==> src/rtl/pulse_channel_mixer.sv <==
// N-channel pulse generator with serial mixer; sample valid NUM_CH+1 cycles after strobe.
// Strobes arriving while busy are dropped and flagged on o_overrun; PULSE_MIXER_SATURATE_EN clamps instead of wrapping.
module pulse_channel_mixer #(
  parameter int NUM_CH  = 3,
  parameter int PHASE_W = 32,
  parameter int VOL_W   = 4,
  parameter int OUT_W   = 8,
  localparam int CH_W   = (NUM_CH > 1) ? $clog2(NUM_CH) : 1
) (
  input  logic               i_clk,
  input  logic               i_rst_n,
  input  logic               i_cfg_wr,
  input  logic [CH_W-1:0]    i_cfg_ch,
  input  logic [1:0]         i_cfg_sel,
  input  logic [PHASE_W-1:0] i_cfg_data,
  input  logic               i_sample_stb,
  output logic [OUT_W-1:0]   o_audio_sample,
  output logic               o_sample_valid,
  output logic               o_busy,
  output logic               o_overrun
);

  localparam int SUM_W  = VOL_W + $clog2(NUM_CH);
  localparam int FULL_W = SUM_W + OUT_W;
  localparam int SHIFT  = OUT_W - VOL_W;

  typedef enum logic {IDLE, ACCUM} state_t;
  state_t state_q, state_d;

  logic [PHASE_W-1:0] delta_q [NUM_CH];
  logic [PHASE_W-1:0] phase_q [NUM_CH];
  logic [1:0]         duty_q  [NUM_CH];
  logic [VOL_W-1:0]   vol_q   [NUM_CH];
  logic [NUM_CH-1:0]  en_q;
  logic [VOL_W-1:0]   level   [NUM_CH];
  logic [VOL_W-1:0]   snap_q  [NUM_CH];
  logic [SUM_W-1:0]   acc_q, sum_next;
  logic [CH_W-1:0]    idx_q;
  logic               last_add;
  logic [OUT_W-1:0]   sample_f;

  function automatic logic [3:0] duty_thr(input logic [1:0] duty);
    case (duty)
      2'd0:    duty_thr = 4'd1;
      2'd1:    duty_thr = 4'd2;
      2'd2:    duty_thr = 4'd4;
      default: duty_thr = 4'd6;
    endcase
  endfunction

  always_comb begin
    for (int c = 0; c < NUM_CH; c++) begin
      level[c] = '0;
      if (en_q[c] && ({1'b0, phase_q[c][PHASE_W-1 -: 3]} < duty_thr(duty_q[c])))
        level[c] = vol_q[c];
    end
  end

  // Phase advance uses the pre-write enable, so a fresh enable starts counting next cycle.
  always_ff @(posedge i_clk or negedge i_rst_n) begin
    if (!i_rst_n) begin
      for (int c = 0; c < NUM_CH; c++) begin
        delta_q[c] <= '0;
        phase_q[c] <= '0;
        duty_q[c]  <= 2'd2;
        vol_q[c]   <= '0;
      end
      en_q <= '0;
    end else begin
      for (int c = 0; c < NUM_CH; c++) begin
        if (en_q[c]) phase_q[c] <= phase_q[c] + delta_q[c];
        else         phase_q[c] <= '0;
        if (i_cfg_wr && (i_cfg_ch == CH_W'(c))) begin
          case (i_cfg_sel)
            2'd0:    delta_q[c] <= i_cfg_data;
            2'd1:    duty_q[c]  <= i_cfg_data[1:0];
            2'd2:    vol_q[c]   <= i_cfg_data[VOL_W-1:0];
            default: en_q[c]    <= i_cfg_data[0];
          endcase
        end
      end
    end
  end

  assign last_add = (idx_q == CH_W'(NUM_CH - 1));
  assign sum_next = acc_q + SUM_W'(snap_q[idx_q]);

`ifdef PULSE_MIXER_SATURATE_EN
  logic [FULL_W-1:0] scaled;
  assign scaled   = FULL_W'(sum_next) << SHIFT;
  assign sample_f = (scaled > FULL_W'({OUT_W{1'b1}})) ? {OUT_W{1'b1}} : scaled[OUT_W-1:0];
`else
  assign sample_f = OUT_W'({{OUT_W{1'b0}}, sum_next} << SHIFT);
`endif

  always_ff @(posedge i_clk or negedge i_rst_n) begin
    if (!i_rst_n) state_q <= IDLE;
    else          state_q <= state_d;
  end

  always_comb begin
    state_d = state_q;
    case (state_q)
      IDLE:    if (i_sample_stb) state_d = ACCUM;
      default: if (last_add)     state_d = IDLE;
    endcase
  end

  always_ff @(posedge i_clk or negedge i_rst_n) begin
    if (!i_rst_n) begin
      for (int c = 0; c < NUM_CH; c++) snap_q[c] <= '0;
      acc_q          <= '0;
      idx_q          <= '0;
      o_audio_sample <= '0;
      o_sample_valid <= 1'b0;
      o_overrun      <= 1'b0;
    end else begin
      o_sample_valid <= 1'b0;
      o_overrun      <= (state_q == ACCUM) && i_sample_stb;
      if (state_q == IDLE) begin
        if (i_sample_stb) begin
          snap_q <= level;
          acc_q  <= '0;
          idx_q  <= '0;
        end
      end else begin
        acc_q <= sum_next;
        idx_q <= idx_q + 1'b1;
        if (last_add) begin
          o_audio_sample <= sample_f;
          o_sample_valid <= 1'b1;
        end
      end
    end
  end

  assign o_busy = (state_q == ACCUM);

endmodule

==> config.mk <==
export PLATFORM = sky130hd
export DESIGN_NAME = pulse_channel_mixer
export DESIGN_NICKNAME = d
export VERILOG_FILES = /design/src/rtl/pulse_channel_mixer.sv
export SDC_FILE = /design/constraint.sdc
export NUM_CORES = 1
export LEC_CHECK = 0
export BUFFER_PORTS_ARGS = -buffer_cell sky130_fd_sc_hd__clkbuf_2
export CORE_MARGIN = 4
export CORE_UTILIZATION = 35
export DETAILED_ROUTE_END_ITERATION = 10
export PLACE_DENSITY_LB_ADDON = 0.2
export SLEW_MARGIN = 10
export SYNTH_ARGS = -nofsm -noshare
export SYNTH_HDL_FRONTEND = slang
export SYNTH_SLANG_ARGS = --single-unit
==> constraint.sdc <==
create_clock -name i_clk -period 4.95 [get_ports i_clk]
set_clock_uncertainty 0.15 [all_clocks]
set_input_delay 0.2475 -clock i_clk [delete_from_list [all_inputs] [get_ports i_clk]]
set_output_delay 0.2475 -clock i_clk [all_outputs]
set_load 0.05 [all_outputs]
Word-level counts from Yosys, hierarchy flattened
Cells that the tools add are included.
{ "word_totals": {"word_cells": 96, "register_bits": 240, "input_bits": 40, "out_inout_bits": 11} }
{ "op_classes": {"n_addsub": 5, "n_bitwise": 3, "eq_ne": 11, "order_cmp": 4, "n_reduce_logical": 28, "n_mux": 21} }
{ "ops": {"columns": ["cell", "count"], "rows": [
  ["adder 32 bit", 3],
  ["two-way mux 32 bit", 3],
  ["AND reduction 2 bit", 14],
  ["case mux 3 bit (3 select lines)", 3],
  ["two-way mux 4 bit", 5],
  ["equality test 2 bit, second input constant", 6],
  ["< comparator 3 x 4 -> 1 bit", 3],
  ["two-way mux 6 bit", 2],
  ["equality test 2 x 1 -> 1 bit, second input constant", 5],
  ["logical NOT 2 bit", 5],
  ["binary-select mux 4 bit (select 2 bit)", 1],
  ["logical AND 1 bit", 7],
  ["adder 6 x 4 -> 6 bit", 1],
  ["two-way mux 1 bit", 5],
  ["two-way mux 2 bit", 2],
  ["greater-or-equal comparator 3 bit, second input constant", 1],
  ["NOT 2 -> 3 bit", 1],
  ["OR reduction 3 bit", 1],
  ["adder 2 x 1 -> 2 bit, second input constant", 1],
  ["NOT 1 bit", 2],
  ["nonzero test 2 bit", 1]
]} }

Longest topological paths before layout
{ "depth": {"word_depth": 6, "mapped_depth": 12, "mapped_depth_nobuf": 12} }

Worst setup path before layout
OpenSTA, ideal clock, no wires.
{ "synth_path": {"path_kind": "reg-to-reg", "start": "register delta_q[0] (netlist bit)", "end": "register phase_q[28] (netlist bit)", "path_buffers": 0, "required_time_ns": 4.721, "synth_period_minus_slack_ns": 2.697, "setup_time_ns": 0.079, "stages_incl_launch_ff": 13, "path_slack_ns": 2.253, "arrival_ns": 2.467, "cell_sequence": "dfrtp_1 > ha_1 > inv_1 > fa_1 > nor2b_4 > o31ai_2 > a21oi_2 > o31ai_2 > o21ai_1 > a21oi_2 > o21ai_2 > o31ai_2 > mux2i_1"} }
{ "synth_between": {"elab_chain_cells": 2} }
{ "synth_lines": {"columns": ["item", "line", "text"], "rows": [
  ["start: declaration", "30", "logic [PHASE_W-1:0] delta_q [NUM_CH];"],
  ["start signal: indexed assignment", "75", "2'd0: delta_q[c] <= i_cfg_data;"],
  ["adder 32 bit", "71", "if (en_q[c]) phase_q[c] <= phase_q[c] + delta_q[c];"],
  ["two-way mux 32 bit", "71", null],
  ["end signal: indexed assignment", "71", null],
  ["end: declaration", "31", "logic [PHASE_W-1:0] phase_q [NUM_CH];"]
]} }
Every way passes these cells.
A chain may end at the register's enable or synchronous reset.

Final worst setup path
{ "layout_path": {"start": "register delta_q[64] (netlist bit)", "end": "register phase_q[86] (netlist bit)"} }
Same word-level chain as after synthesis.

==> key figures <==
Drt
  – Drt via density: 5.13
  – Wire per inst: 16.9 µm
  – Initial drt markers: 360
  – Remaining DRCs: 0
  – Post-Route WL: 31500 µm
  – Final antenna-violating net count: 0
  – Drt pass-1 iters: 5
  – Total number of vias: 9530

STA
  – Final WS setup: 1.82 ns
  – Final Hold Viols: 0
  – Max_slew headroom: 26.8%
  – Fmax: 320 MHz
  – Actual slew at the worst max-slew pin: 1.10 ns
  – Period utilization: 63.2%
  – Setup TNS Final: 0 ns
  – Minimum clock period: 3.13 ns
  – Hold_ws: 0.0503 ns
  – Final Setup Violations: 0
  – Fin. max-slew vios: 0
  – RSZ-0062 raised after global routing: no

GRT
  – Vias in the first global route: 9632
  – Largest net degree at the start of global routing: 119
  – Grt ovf: 0
  – First-pass GRT wire length: 51700 µm
  – GRT Util Overall: 15.2%
  – Initial antenna violation count: 1

Pwr
  – Sequential Power Share: 32.9%
  – Sw Ratio: 37.1%
  – Sw Pwr: 3.23 mW
  – Worst VDD drop: 0.000260 V
  – Pint: 5.48 mW
  – Lkg Pwr: 7.62 nW
  – Power share of the combinational group: 43.8%
  – Pwr/cell area: 560 nW/µm²
  – Clock power share: 23.3%

Layout
  – Layout area overhead: 14.5%
  – Layout cells sized above 1: 18.9%
  – Total Nets Final: 1475
  – Final core occ: 40.9%
  – ANT cells: 0
  – Fill count: 3744

Setup path
  – Critical Setup Path Class: flip-flop to flip-flop
  – CP max FO: 3
  – CP endpoint kind: flip-flop
  – Startpoint types: flip-flop
  – Arr. time, crit path: 3.41 ns
  – Critical Path RT: 5.23 ns

Place
  – Hpwl dp: 22100 µm
  – Port-buffer cells: 46
  – Dpl ws: 1.78 ns
  – Gp weighted congestion: 0.816

Die
  – Die Area: 42100 µm²
  – Ports: 51
  – Die width: 205 µm
  – Die height: 205 µm
  – Std cell rows: 71
  – Core Area: 38000 µm²
  – Initial Util: 35.8%

Clocking
  – Setup bufs post-CTS: 0
  – CTS HTree Levels: 1
  – Clock sink count: 238
  – Max Root-Sink Buffers: 3
  – Root Buffer: clkbuf_16
  – Worst-Skew Late Latency: 0.54 ns
  – Clock slew at reported path FFs: 0.06 ns
  – TritonCTS buffer count: 29
  – CTS tree: done

Synthesis
  – Post-synth top area share: 43.3%
  – Most common cell in the netlist: dfrtp_1
  – Number of synthesized flops with an enable pin: 0
  – Post-synth top cells: 235 x dfrtp_1, 116 x mux2_2, 103 x ha_1
  – Async SR Flop Fraction: 100%
  – Register area share after synthesis: 43.8%
  – Post-synthesis cell count: 1254
  – Yosys reg bits: 238
  – Cell accounting for the most synthesized area: dfrtp_1
  – Syn. warnings: 0
  – Area of the mapped netlist: 13600 µm²
  – Top cells by area, synth: dfrtp_1 43%, mux2_2 9.6%, ha_1 9.5%
  – Main synth FF type: dfrtp_1
  – Synth unique cells: 75
  – Syn_area_per_cell: 10.8 µm²

Run
  – Max Cap Viol: 0

Hold path
  – Worst hold path type: input pin to flip-flop

Outcome
  – Outcome: completed
==> final cells by class <==
cell class / count / area (µm²) / share of cell area (%)
clock buffers: 38 / 800 / 5.14
flip-flops and latches: 238 / 5960 / 38.3
multi-input cells: 939 / 7280 / 46.8
inverters: 32 / 120 / 0.772
well taps: 511 / 639 / 4.11
clock inverters: 11 / 105 / 0.675
repair buffers: 88 / 658 / 4.23
==> logic make-up (layout without fill, tap and decap cells) <==
logic type	count (synthesis)	in the layout	share of synthesized area, %
other	1	4	0.0276
xor gates and xnor gates	71	71	4.57
adders and majority gates	107	107	10.1
muxes	127	127	10.4
DFF	238	238	43.8
buffers and inverters	80	169	2.68
AOI/OAI and AO/OA	309	309	15.9
and+or+nand+nor	321	321	12.5
==> state kept, by name (all words and copies together) (netlist names) <==
register        flops
acc_q               4
delta_q            96
duty_q              6
en_q                3
idx_q               2
o_audio_sample      4
o_busy              1
o_overrun           1
o_sample_valid      1
phase_q            96
snap_q             12
vol_q              12
==> path summary, 6_finish.rpt <==
kind | from | endpoint | slack (ns) | depth (start not counted)
setup / recovery | delta_q[64] | phase_q[86] | 1.82 | 12
hold / removal | i_cfg_data[0] | duty_q[2] | 0.05 | 3
setup reg to reg | delta_q[64] | phase_q[86] | 1.82 | 12
hold reg to reg | vol_q[11] | snap_q[11] | 0.33 | 1
max in group asynchronous | i_rst_n | phase_q[53] | 3.35 | 3
min in group asynchronous | i_rst_n | acc_q[1] | 0.20 | 2
==> critical path: stages, from the launching register on <==
cell and delay, ns:
dfrtp_1 0.34, ha_1 0.17, inv_1 0.05, fa_1 0.38
nor2b_1 0.23, o2111ai_1 0.20, a211oi_1 0.45, o21ai_0 0.21
a31oi_1 0.28, nor2b_1 0.09, o21ba_2 0.21, xnor2_1 0.11
and2_1 0.15
==> power by group through the flow <==
| stage | Clock [mW] | Sequential [mW] | Combinational [mW] |
|---|---|---|---|
| floorplan | 0 | 2.86 | 3.04 |
| global placement | 0 | 2.89 | 3.77 |
| detailed placement | 0 | 2.91 | 3.79 |
| CTS | 2.11 | 2.88 | 3.84 |
| global route | 2.18 | 2.94 | 4.31 |
| finish | 2.03 | 2.87 | 3.82 |
==> layer usage <==
metal	global-route usage, %	part of all wire (%)	vias to the layer above
met5	0	0	-
li1	-	-	4662
met1	22.2	51	4722
met3	1.88	2.5	43
met2	24.3	45	103
met4	3.04	1.9	0
==> stage by stage <==
step	total power, mW	std cells	cell area [µm²]
after floorplan	5.90	1257	13600
after global placement	6.66	1772	14300
after detailed placement	6.69	1772	14300
after CTS	8.82	1857	15600
after global routing	9.44	1857	15600
final	8.72	1857	15600
==> cells in the final DEF (no fill, tap or decap), types with 5 or more instances in the layout <==
cell type	Yosys	layout
a21boi_0	5	5
a21o_1	64	64
a21oi_1	74	74
a22o_1	15	15
a31oi_1	13	13
and2_1	52	52
and3_1	18	18
buf_4	4	5
clkbuf_1	30	5
clkbuf_16	0	29
clkbuf_2	0	45
clkinv_2	0	9
dfrtp_1	235	235
dlygate4sd3_1	0	36
ha_1	103	103
inv_1	31	31
mux2_2	116	116
mux2i_1	11	11
nand2_1	70	70
nand2b_1	15	14
nand3_1	26	26
nand4_1	13	13
nor2_1	63	63
nor2b_1	20	20
nor3_1	8	8
nor3b_1	6	6
o211ai_1	11	11
o21a_1	12	12
o21ai_0	50	50
o21ai_1	6	6
o21bai_1	12	12
o31ai_2	5	5
or3_1	10	10
xnor2_1	38	38
xor2_1	33	33
==> timing repair <==
action                     CTS  global route
hold endpoints to repair   220             0
hold buffers                36             0
setup endpoints to repair    0             0
gates resized for setup      0             0
(Power assumes the default switching activity.)
